### config.mk
export PLATFORM = sky130hd
export DESIGN_NAME = viterbi_decoder_k3
export DESIGN_NICKNAME = d
export VERILOG_FILES = /design/src/rtl/viterbi_decoder_k3_pkg.sv /design/src/rtl/viterbi_decoder_k3_acs.sv /design/src/rtl/viterbi_decoder_k3.sv
export SDC_FILE = /design/constraint.sdc
export NUM_CORES = 1
export LEC_CHECK = 0
export ABC_AREA = 1
export BUFFER_PORTS_ARGS = -buffer_cell sky130_fd_sc_hd__buf_2
export CORE_ASPECT_RATIO = 0.5
export CORE_MARGIN = 2
export CORE_UTILIZATION = 40
export DETAILED_ROUTE_END_ITERATION = 10
export SLEW_MARGIN = 30
export SYNTH_ARGS = -nofsm -noshare
export SYNTH_HDL_FRONTEND = slang
export SYNTH_HIERARCHICAL = 1
export SYNTH_SLANG_ARGS = --single-unit
export TNS_END_PERCENT = 1
### constraint.sdc
create_clock -name clk -period 9.23 [get_ports clk]
set_input_delay 1.3845 -clock clk [delete_from_list [all_inputs] [get_ports clk]]
set_output_delay 1.3845 -clock clk [all_outputs]
set_load 0.01 [all_outputs]
### src/rtl/viterbi_decoder_k3_pkg.sv
// rtl/viterbi_decoder_k3_pkg.sv - shared trellis constants and symbol helpers for the K=3 Viterbi decoder
package viterbi_decoder_k3_pkg;

  localparam int N_STATES = 4;
  localparam int K_LEN = 3;
  localparam logic [2:0] G0 = 3'b111;
  localparam logic [2:0] G1 = 3'b101;

  // State is {D0, D1}; the generator taps line up with {b, D0, D1}.
  function automatic logic [1:0] exp_sym(input logic [1:0] state, input logic b);
    logic [K_LEN-1:0] w_taps;
    w_taps = {b, state};
    return {^(w_taps & G1), ^(w_taps & G0)};
  endfunction

  function automatic logic [1:0] branch_metric(input logic [1:0] rx, input logic [1:0] state,
                                               input logic b);
    logic [1:0] w_diff;
    w_diff = rx ^ exp_sym(state, b);
    return {w_diff[1] & w_diff[0], w_diff[1] ^ w_diff[0]};
  endfunction

endpackage

### src/rtl/viterbi_decoder_k3_acs.sv
// rtl/viterbi_decoder_k3_acs.sv - add-compare-select for one trellis state with saturating metrics
module viterbi_acs #(
  parameter int TB_DEPTH = 15,
  parameter int PM_W     = 5
) (
  input  logic [PM_W-1:0]     i_pm0,
  input  logic [PM_W-1:0]     i_pm1,
  input  logic [1:0]          i_bm0,
  input  logic [1:0]          i_bm1,
  input  logic [TB_DEPTH-1:0] i_surv0,
  input  logic [TB_DEPTH-1:0] i_surv1,
  input  logic                i_bit,
  output logic [PM_W-1:0]     o_pm,
  output logic [TB_DEPTH-1:0] o_surv
);

  logic [PM_W:0]       w_sum0;
  logic [PM_W:0]       w_sum1;
  logic [PM_W-1:0]     w_sat0;
  logic [PM_W-1:0]     w_sat1;
  logic                w_sel1;
  logic [TB_DEPTH-1:0] w_surv;

  assign w_sum0 = {1'b0, i_pm0} + {{(PM_W-1){1'b0}}, i_bm0};
  assign w_sum1 = {1'b0, i_pm1} + {{(PM_W-1){1'b0}}, i_bm1};
  assign w_sat0 = w_sum0[PM_W] ? {PM_W{1'b1}} : w_sum0[PM_W-1:0];
  assign w_sat1 = w_sum1[PM_W] ? {PM_W{1'b1}} : w_sum1[PM_W-1:0];

  // Strict less-than so equal metrics keep the {x,0} predecessor.
  assign w_sel1 = (w_sat1 < w_sat0);
  assign w_surv = w_sel1 ? i_surv1 : i_surv0;
  assign o_pm   = w_sel1 ? w_sat1 : w_sat0;
  assign o_surv = {w_surv[TB_DEPTH-2:0], i_bit};

endmodule

### src/rtl/viterbi_decoder_k3.sv
// rtl/viterbi_decoder_k3.sv - rate-1/2 K=3 hard-decision Viterbi decoder with register-exchange survivors
module viterbi_decoder_k3
  import viterbi_decoder_k3_pkg::*;
#(
  parameter int TB_DEPTH = 15,
  parameter int PM_W     = 5
) (
  input  logic       clk,
  input  logic       reset,
  input  logic       in_valid,
  input  logic [1:0] c,
  input  logic       sof,
  output logic       out_valid,
  output logic       out_bit
);

  localparam int CNT_W = $clog2(TB_DEPTH + 1);
  localparam logic [PM_W-1:0] PM_MAX = {PM_W{1'b1}};

  logic [PM_W-1:0]     r_pm   [N_STATES];
  logic [TB_DEPTH-1:0] r_surv [N_STATES];
  logic [CNT_W-1:0]    r_cnt;
  logic                r_out_valid;
  logic                r_out_bit;

  logic [PM_W-1:0]     w_pm_src   [N_STATES];
  logic [TB_DEPTH-1:0] w_surv_src [N_STATES];
  logic [PM_W-1:0]     w_acs_pm   [N_STATES];
  logic [TB_DEPTH-1:0] w_acs_surv [N_STATES];
  logic [PM_W-1:0]     w_pm_norm  [N_STATES];
  logic [PM_W-1:0]     w_min;
  logic [1:0]          w_dec;
  logic [CNT_W-1:0]    w_k;
  logic [CNT_W-1:0]    w_cnt_next;
  logic                w_emit;

  // A start-of-frame symbol runs ACS from the initial metrics instead of the held ones.
  always_comb begin
    for (int i = 0; i < N_STATES; i++) begin
      w_pm_src[i]   = sof ? ((i == 0) ? '0 : PM_MAX) : r_pm[i];
      w_surv_src[i] = sof ? '0 : r_surv[i];
    end
  end

  for (genvar s = 0; s < N_STATES; s++) begin : g_acs
    localparam int   P0 = (s % 2) * 2;
    localparam int   P1 = P0 + 1;
    localparam logic B  = (s >= 2);

    logic [1:0] w_bm0;
    logic [1:0] w_bm1;

    assign w_bm0 = branch_metric(c, 2'(P0), B);
    assign w_bm1 = branch_metric(c, 2'(P1), B);

    viterbi_acs #(
      .TB_DEPTH (TB_DEPTH),
      .PM_W     (PM_W)
    ) u_acs (
      .i_pm0   (w_pm_src[P0]),
      .i_pm1   (w_pm_src[P1]),
      .i_bm0   (w_bm0),
      .i_bm1   (w_bm1),
      .i_surv0 (w_surv_src[P0]),
      .i_surv1 (w_surv_src[P1]),
      .i_bit   (B),
      .o_pm    (w_acs_pm[s]),
      .o_surv  (w_acs_surv[s])
    );
  end

  always_comb begin
    w_min = w_acs_pm[0];
    w_dec = 2'd0;
    for (int i = 1; i < N_STATES; i++) begin
      if (w_acs_pm[i] < w_min) begin
        w_min = w_acs_pm[i];
        w_dec = 2'(i);
      end
    end
    for (int i = 0; i < N_STATES; i++) begin
      w_pm_norm[i] = w_acs_pm[i] - w_min;
    end
  end

  assign w_k        = sof ? '0 : r_cnt;
  assign w_emit     = (w_k >= CNT_W'(TB_DEPTH - 1));
  assign w_cnt_next = (w_k == CNT_W'(TB_DEPTH)) ? w_k : w_k + 1'b1;

  always_ff @(posedge clk or negedge reset) begin
    if (!reset) begin
      for (int i = 0; i < N_STATES; i++) begin
        r_pm[i]   <= (i == 0) ? '0 : PM_MAX;
        r_surv[i] <= '0;
      end
      r_cnt       <= '0;
      r_out_valid <= 1'b0;
      r_out_bit   <= 1'b0;
    end else begin
      r_out_valid <= in_valid && w_emit;
      if (in_valid) begin
        r_pm      <= w_pm_norm;
        r_surv    <= w_acs_surv;
        r_cnt     <= w_cnt_next;
        r_out_bit <= w_acs_surv[w_dec][TB_DEPTH-1];
      end
    end
  end

  assign out_valid = r_out_valid;
  assign out_bit   = r_out_bit;

endmodule

==> flow_summary.toml, run 1 <==
[sta]
slew_violations = 0
worst_pin_slew_ns = 0.825
slew-limit-headroom = 0.450
skew_ns = 0.00934
tns_ns = 0
fin_crit_ns = 8.51
hold_viol_final = 0
setup_viol = 0
fin_crit_sh = 0.922
max_freq_mhz = 117
rsz0062_at_grt = "false"

[synth]
syn_area_per_cell_um2 = 6.73
netlist_area_mm2 = 0.00838
yosysWarningCount = 6
synth_cells = 1245

[placed_design]
place.gp.congestion = 0.938
dp_hpwl_um = 15300
io_buffers = 7

[global_routing]
grt-ovfl-total = 0
grt.total_usage = 0.189
grt_max_degree = 80
grt_pass1_wl_um = 34600
grt_pass1_vias = 7295
antenna_found_initial = 0

[route]
wirelength_um = 19700
via_per_inst = 4.92
wl_per_cell_um = 13.1
ant_nets = 0
first_pass_iters = 5
vias = 7375
drc_errors = 0
drtIter0Drc = 438

[setup_path]
crit_path_max_fanout = 19
critPathMaxStageDelay_ns = 0.40
cpMostUsedCell = "nand2_1"
crit_slowest_cell = "fa_1"
path_buf_inv = 8
required_ns = 9.51
crit_type = "in -> reg"
cp_top_family = "simple AND/OR/NAND/NOR gates"
worstPathArrival_ns = 8.79
worstSetupStartpointType = "input pin"
crit_path_end_kind = "flip-flop"

[clock_tree]
htree_levels = 3
cts_tree = "built"
numCtsBuffers = 9
cts_root_buf = "clkbuf_16"
worstSkewPairLatency_ns = 0.34
cts_buffer_depth = 2
clock_sinks = 82
path_clk_slew_ns = 0.07

[worst_hold_path]
hold_class = "reg -> reg"

[floorplanning]
pin_count = 8
die-area_mm2 = 0.0222
initial_core_util = 0.408
die_y_um = 106
num_rows = 37
core_mm2 = 0.0206
die_x_um = 209

[cells_and_area]
layout-drive-gt1-share = 0.141
fill_cells = 2205
final_common_cell = "nand2_1"
final_nets = 1294
antenna_cells = 0
postLayoutCoreUtil = 0.424
syn2layout_area_growth_pct = 4.06
most-common-layout-cells = "388 x nand2_1, 206 x inv_1, 101 x nand3_1, 89 x nor2_1, 78 x o21ai_0"

[outcome]
status = "complete, no violations"

[job]
drv_cap = 0
## stage by stage
step / instances / setup WS (ns) / hold WS (ns) / instance area (µm²)
after detailed placement: 1482 / 0.117 / 0.456 / 8390
after global routing: 1500 / 0.0213 / 0.478 / 8720
final: 1500 / 0.716 / 0.465 / 8720
after global placement: 1482 / 0.454 / 0.456 / 8390
after CTS: 1498 / 0.472 / 0.468 / 8700
after floorplan: 1247 / 1.26 / 0.444 / 8390
## routing by layer
layer,up-vias,part of all wire,track usage
li1,3782,-,-
met1,3477,0.49,0.254
met2,94,0.46,0.321
met3,22,0.032,0.0260
met4,0,0.014,0.0474
met5,-,0,0
## tightest hold or removal path, delay by kind of cell, from the launching register on
family	cells	cell delay, ns
simple gates	2	0.10
flops	1	0.37
## layout make-up
class / count / area, µm² / area share
clock buffers: 10 / 239 / 0.0274
well taps: 273 / 342 / 0.0392
flip-flops and latches: 82 / 2070 / 0.237
inverters: 207 / 777 / 0.0891
clock inverters: 6 / 71.3 / 0.00818
multi-input cells: 906 / 5120 / 0.586
repair buffers: 16 / 108 / 0.0123
## path summary, 6_finish.rpt
path                                          endpoint            startpoint  slack [ns]  depth (start not counted)
min in group asynchronous         r_pm[19]$_DFFE_PN0P_                 reset        0.91                          1
worst min register to register    r_pm[14]$_DFFE_PN1P_  r_pm[14]$_DFFE_PN1P_        0.46                          2
worst max-delay path               r_pm[4]$_DFFE_PN1P_                  c[0]        0.72                         48
worst max register to register     r_pm[4]$_DFFE_PN1P_  r_pm[10]$_DFFE_PN1P_        1.76                         46
worst min-delay path              r_pm[14]$_DFFE_PN1P_  r_pm[14]$_DFFE_PN1P_        0.46                          2
max in group asynchronous       r_surv[55]$_DFFE_PN0P_                 reset        7.21                          2
## flip-flops by register name, summed over array words and instances (netlist names)
signal	flops
r_surv	56
r_cnt	4
out_valid	1
out_bit	1
r_pm	20
## what timing repair did
action | 4_1_cts | 5_1_grt
resized for setup | 0 | 3
setup buffers | 0 | 2
setup endpoints to repair | 0 | 14
hold buffers | 0 | 0
Power of run 1 is left out: the tool's default activity adds up to more than one toggle a clock period on the data nets, which glitch-free logic cannot reach.
==> run 2, diff against run 1 <==
BUFFER_PORTS_ARGS = -buffer_cell sky130_fd_sc_hd__clkbuf_2   (was -buffer_cell sky130_fd_sc_hd__buf_2)
==> run 2 against run 1 <==
  * Critical path depth is 1 lower
  * Design area is 0.10% lower
  * Count of clock-buffer cells in the layout stayed put
  * Sequential cell count stayed put
  * Global-route usage is 0.21 points lower
  * Wire length is 0.27% higher
  * Final cell count is 0.13% lower
  * Register-to-register slack better by 0.14 ns
  * First-iteration DRC count is 14% lower
  * Clock skew is 0.0034 ns lower
  * Non-clock buffer count is 2 lower
==> flow_summary.toml, run 2 (synthesized netlist as in run 1, its figures left out) <==
[floorplanning]
pin_count = 8
die_y_um = 106
num_rows = 37
initial_core_util = 0.408
core_mm2 = 0.0206
die-area_mm2 = 0.0222
die_x_um = 209

[sta]
fin_crit_sh = 0.914
tns_ns = 0
fin_crit_ns = 8.44
max_freq_mhz = 119
hold_viol_final = 0
rsz0062_at_grt = "false"
slew-limit-headroom = 0.504
skew_ns = 0.00593
worst_pin_slew_ns = 0.744
setup_viol = 0
slew_violations = 0

[route]
vias = 7316
wirelength_um = 19800
wl_per_cell_um = 13.2
via_per_inst = 4.88
first_pass_iters = 5
drtIter0Drc = 376
ant_nets = 0
drc_errors = 0

[clock_tree]
post-cts-setup-buffers = 0
worstSkewPairLatency_ns = 0.36
cts_buffer_depth = 2
cts_hold_buf = 0
htree_levels = 3
clock_sinks = 82
path_clk_slew_ns = 0.06
cts_root_buf = "clkbuf_16"
cts_tree = "built"
numCtsBuffers = 9

[placed_design]
dp_hpwl_um = 15100
place.gp.congestion = 0.893
io_buffers = 7

[setup_path]
r2r-end = "r_pm[4]$_DFFE_PN1P_"
crit_path_end_kind = "flip-flop"
worstSetupStartpointType = "input pin"
r2r_slack_ns = 1.90
required_ns = 9.51
worstPathArrival_ns = 8.72
critPathMaxStageDelay_ns = 0.40
crit_slowest_cell = "fa_1"
r2r_start = "r_pm[10]$_DFFE_PN1P_"
cpMostUsedCell = "nand2_1"
crit_path_max_fanout = 19
crit_type = "in -> reg"
r2r_cells = 45

[worst_hold_path]
hold_class = "reg -> reg"
worstHoldPathCells = 2
whs_endpoint = "r_pm[12]$_DFFE_PN1P_"
worstHoldStart = "r_pm[12]$_DFFE_PN1P_"

[cells_and_area]
largestRegisters = "r_surv x56, r_pm x20, r_cnt x4"
final_common_cell = "nand2_1"
syn2layout_area_growth_pct = 3.96
antenna_cells = 0
largest_register = "r_surv"
layout-drive-gt1-share = 0.140
final_nets = 1292
fill_cells = 2218
most-common-layout-cells = "388 x nand2_1, 206 x inv_1, 101 x nand3_1, 89 x nor2_1, 78 x o21ai_0"
largest_reg_flops = 56

[outcome]
status = "complete, no violations"

[global_routing]
grt_pass1_vias = 7231
grt-ovfl-total = 0
grt.total_usage = 0.187
grt_max_degree = 80
grt_pass1_wl_um = 33800
antenna_found_initial = 0

[job]
drv_cap = 0
run 2: changes by cell type in the layout (fill, tap and decap cells not counted):
cell | before | now
buf_2 | 5 | 0
buf_4 | 11 | 8
buf_6 | 0 | 1
clkbuf_2 | 0 | 5
clkinv_2 | 1 | 0
clkinv_4 | 0 | 1
clkinvlp_4 | 1 | 2
inv_6 | 2 | 1
run 2: worst max-delay path, delay by kind of cell:
| family | cells | cell delay, ns |
|---|---|---|
| adders and majority gates | 9 | 2.63 |
| and+or+nand+nor | 22 | 2.57 |
| AOI/OAI and AO/OA | 6 | 1.27 |
| buffers and inverters | 9 | 0.68 |
| xor gates and xnor gates | 1 | 0.17 |
run 2: layer usage:
layer	track usage	up-vias	wire, µm
met4	0.0520	0	338
met2	0.316	93	8980
met3	0.0287	23	571
li1	-	3781	-
met1	0.249	3419	9880
met5	0	-	0
run 2: how the worst max path moves through the flow:
stage	start	to	slack, ns	depth (start not counted)
after floorplan	sof	r_pm[4]$_DFFE_PN1P_	1.26	52
after global placement	c[0]	r_pm[19]$_DFFE_PN0P_	0.40	43
after detailed placement	c[0]	r_pm[19]$_DFFE_PN0P_	0.26	43
after CTS	c[0]	r_pm[19]$_DFFE_PN0P_	0.62	43
after global routing	c[0]	r_pm[4]$_DFFE_PN1P_	0.008	50
final	c[0]	r_pm[4]$_DFFE_PN1P_	0.79	47
run 2: what timing repair did:
action / in CTS / in global routing
hold endpoints to repair: 0 / 0
setup endpoints to repair: 0 / 6
gates resized for setup: 0 / 3
run 2: final cells by class:
type	instances	area, µm²	area share
sequential	82	2070	0.238
multi-input combinational	906	5120	0.587
tap	273	342	0.0392
clock inverter	6	73.8	0.00847
clock buffer	10	239	0.0274
inverter	207	777	0.0892
timing repair buffer	14	96.3	0.0111
run 2: through the flow:
stage | util | hold WS, ns | instances | area (µm²) | setup WS [ns]
3_3_place_gp | 0.408 | 0.459 | 1482 | 8390 | 0.400
3_5_place_dp | 0.408 | 0.464 | 1482 | 8390 | 0.259
2_1_floorplan | - | 0.444 | 1247 | 8390 | 1.26
6_report | 0.424 | 0.473 | 1498 | 8710 | 0.794
5_1_grt | 0.424 | 0.496 | 1498 | 8710 | 0.00770
4_1_cts | 0.424 | 0.475 | 1498 | 8710 | 0.622
Power of run 2 is left out for the same reason.
==> run 3, diff against run 2 <==
CORE_UTILIZATION = 30   (was 40)
==> run 3 against run 2 <==
  * Setup slack lost 0.12 ns
  * Global-route usage is 4.3 points lower
  * Count of clock-buffer cells in the layout down 1
  * Design area rose by 1.5%
==> flow_summary.toml, run 3 (synthesized netlist as in run 1, its figures left out) <==
[outcome]
status = "complete, no violations"

[floorplanning]
initial_core_util = 0.304
core_mm2 = 0.0276
die_x_um = 240
die-area_mm2 = 0.0294
die_y_um = 122
pin_count = 8
num_rows = 43

[cells_and_area]
syn2layout_area_growth_pct = 5.55
largestRegisters = "r_surv x56, r_pm x20, r_cnt x4"
most-common-layout-cells = "388 x nand2_1, 206 x inv_1, 101 x nand3_1, 89 x nor2_1, 79 x o21ai_0"
final_common_cell = "nand2_1"
final_nets = 1296
largest_register = "r_surv"
fill_cells = 3077
layout-drive-gt1-share = 0.141
antenna_cells = 0
largest_reg_flops = 56

[global_routing]
grt_max_degree = 85
grt_pass1_vias = 6683
grt.total_usage = 0.144
grt_pass1_wl_um = 33700
antenna_found_initial = 0
grt-ovfl-total = 0

[route]
drc_errors = 0
vias = 7263
wirelength_um = 20200
ant_nets = 0
wl_per_cell_um = 12.6
via_per_inst = 4.51
first_pass_iters = 5
drtIter0Drc = 414

[sta]
fin_crit_sh = 0.926
fin_crit_ns = 8.55
setup_viol = 0
slew_violations = 0
max_freq_mhz = 117
worst_pin_slew_ns = 0.807
rsz0062_at_grt = "false"
slew-limit-headroom = 0.462
tns_ns = 0
skew_ns = 0.0114
hold_viol_final = 0

[clock_tree]
cts_root_buf = "clkbuf_16"
cts_hold_buf = 0
numCtsBuffers = 9
path_clk_slew_ns = 0.07
worstSkewPairLatency_ns = 0.36
cts_tree = "built"
cts_buffer_depth = 2
htree_levels = 3
post_cts_resized = 0
clock_sinks = 82
post-cts-setup-buffers = 0

[setup_path]
crit_path_end_kind = "flip-flop"
required_ns = 9.52
worstSetupStartpointType = "input pin"
cp_top_family = "adder cells"
cpMostUsedCell = "nand2_1"
critPathMaxStageDelay_ns = 0.44
crit_slowest_cell = "ha_1"
worstPathArrival_ns = 8.84
path_buf_inv = 9
crit_type = "in -> reg"
crit_path_max_fanout = 19

[placed_design]
place.gp.congestion = 0.967
io_buffers = 7
dp_hpwl_um = 15300

[job]
drv_cap = 0

[worst_hold_path]
hold_class = "reg -> reg"
run 3: changes by cell type in the layout (fill, tap and decap cells not counted), sizes merged:
cell / change
bufinv: -1
buf: +4
clkbuf: -1
clkinv: -1
inv: +3
run 3: final cells by class:
class | count | area [µm²] | share of cell area
multi-input combinational | 906 | 5110 | 0.577
timing repair buffer | 18 | 123 | 0.0139
clock inverter | 7 | 66.3 | 0.00749
clock buffer | 9 | 225 | 0.0255
sequential | 82 | 2070 | 0.234
inverter | 207 | 777 | 0.0878
tap | 382 | 478 | 0.0540
run 3: routing by layer:
layer	part of all wire	GRT usage	routed length [µm]	vias to the layer above
li1	-	-	-	3787
met1	0.50	0.201	10100	3338
met2	0.45	0.234	9050	119
met3	0.040	0.0233	809	19
met4	0.012	0.0342	233	0
met5	0	0	0	-
run 3: per-stage QoR:
step | cell area (µm²) | worst slack, ns | hold WS, ns | instances | util
after floorplan | 8390 | 1.26 | 0.444 | 1247 | -
after global placement | 8560 | 0.485 | 0.454 | 1595 | 0.310
after detailed placement | 8560 | 0.364 | 0.459 | 1595 | 0.310
after CTS | 8850 | 0.715 | 0.472 | 1611 | 0.321
after global routing | 8850 | 0.0199 | 0.488 | 1611 | 0.321
final | 8850 | 0.679 | 0.468 | 1611 | 0.321
run 3: worst paths after layout:
check | slack, ns | cells after the start | startpoint | end
worst max register to register | 1.70 | 44 | r_pm[11]$_DFFE_PN1P_ | r_pm[19]$_DFFE_PN0P_
min in group asynchronous | 0.93 | 1 | reset | r_pm[16]$_DFFE_PN0P_
worst max-delay path | 0.68 | 46 | c[0] | r_pm[19]$_DFFE_PN0P_
worst min-delay path | 0.47 | 2 | r_pm[13]$_DFFE_PN1P_ | r_pm[13]$_DFFE_PN1P_
max in group asynchronous | 7.19 | 2 | reset | out_valid$_DFF_PN0_
worst min register to register | 0.47 | 2 | r_pm[13]$_DFFE_PN1P_ | r_pm[13]$_DFFE_PN1P_
run 3: worst min-delay path: stages (launching register included):
cell     delay, ns
dfstp_2       0.36
nand2_1       0.06
nand2_1       0.05
Power of run 3 is left out for the same reason.
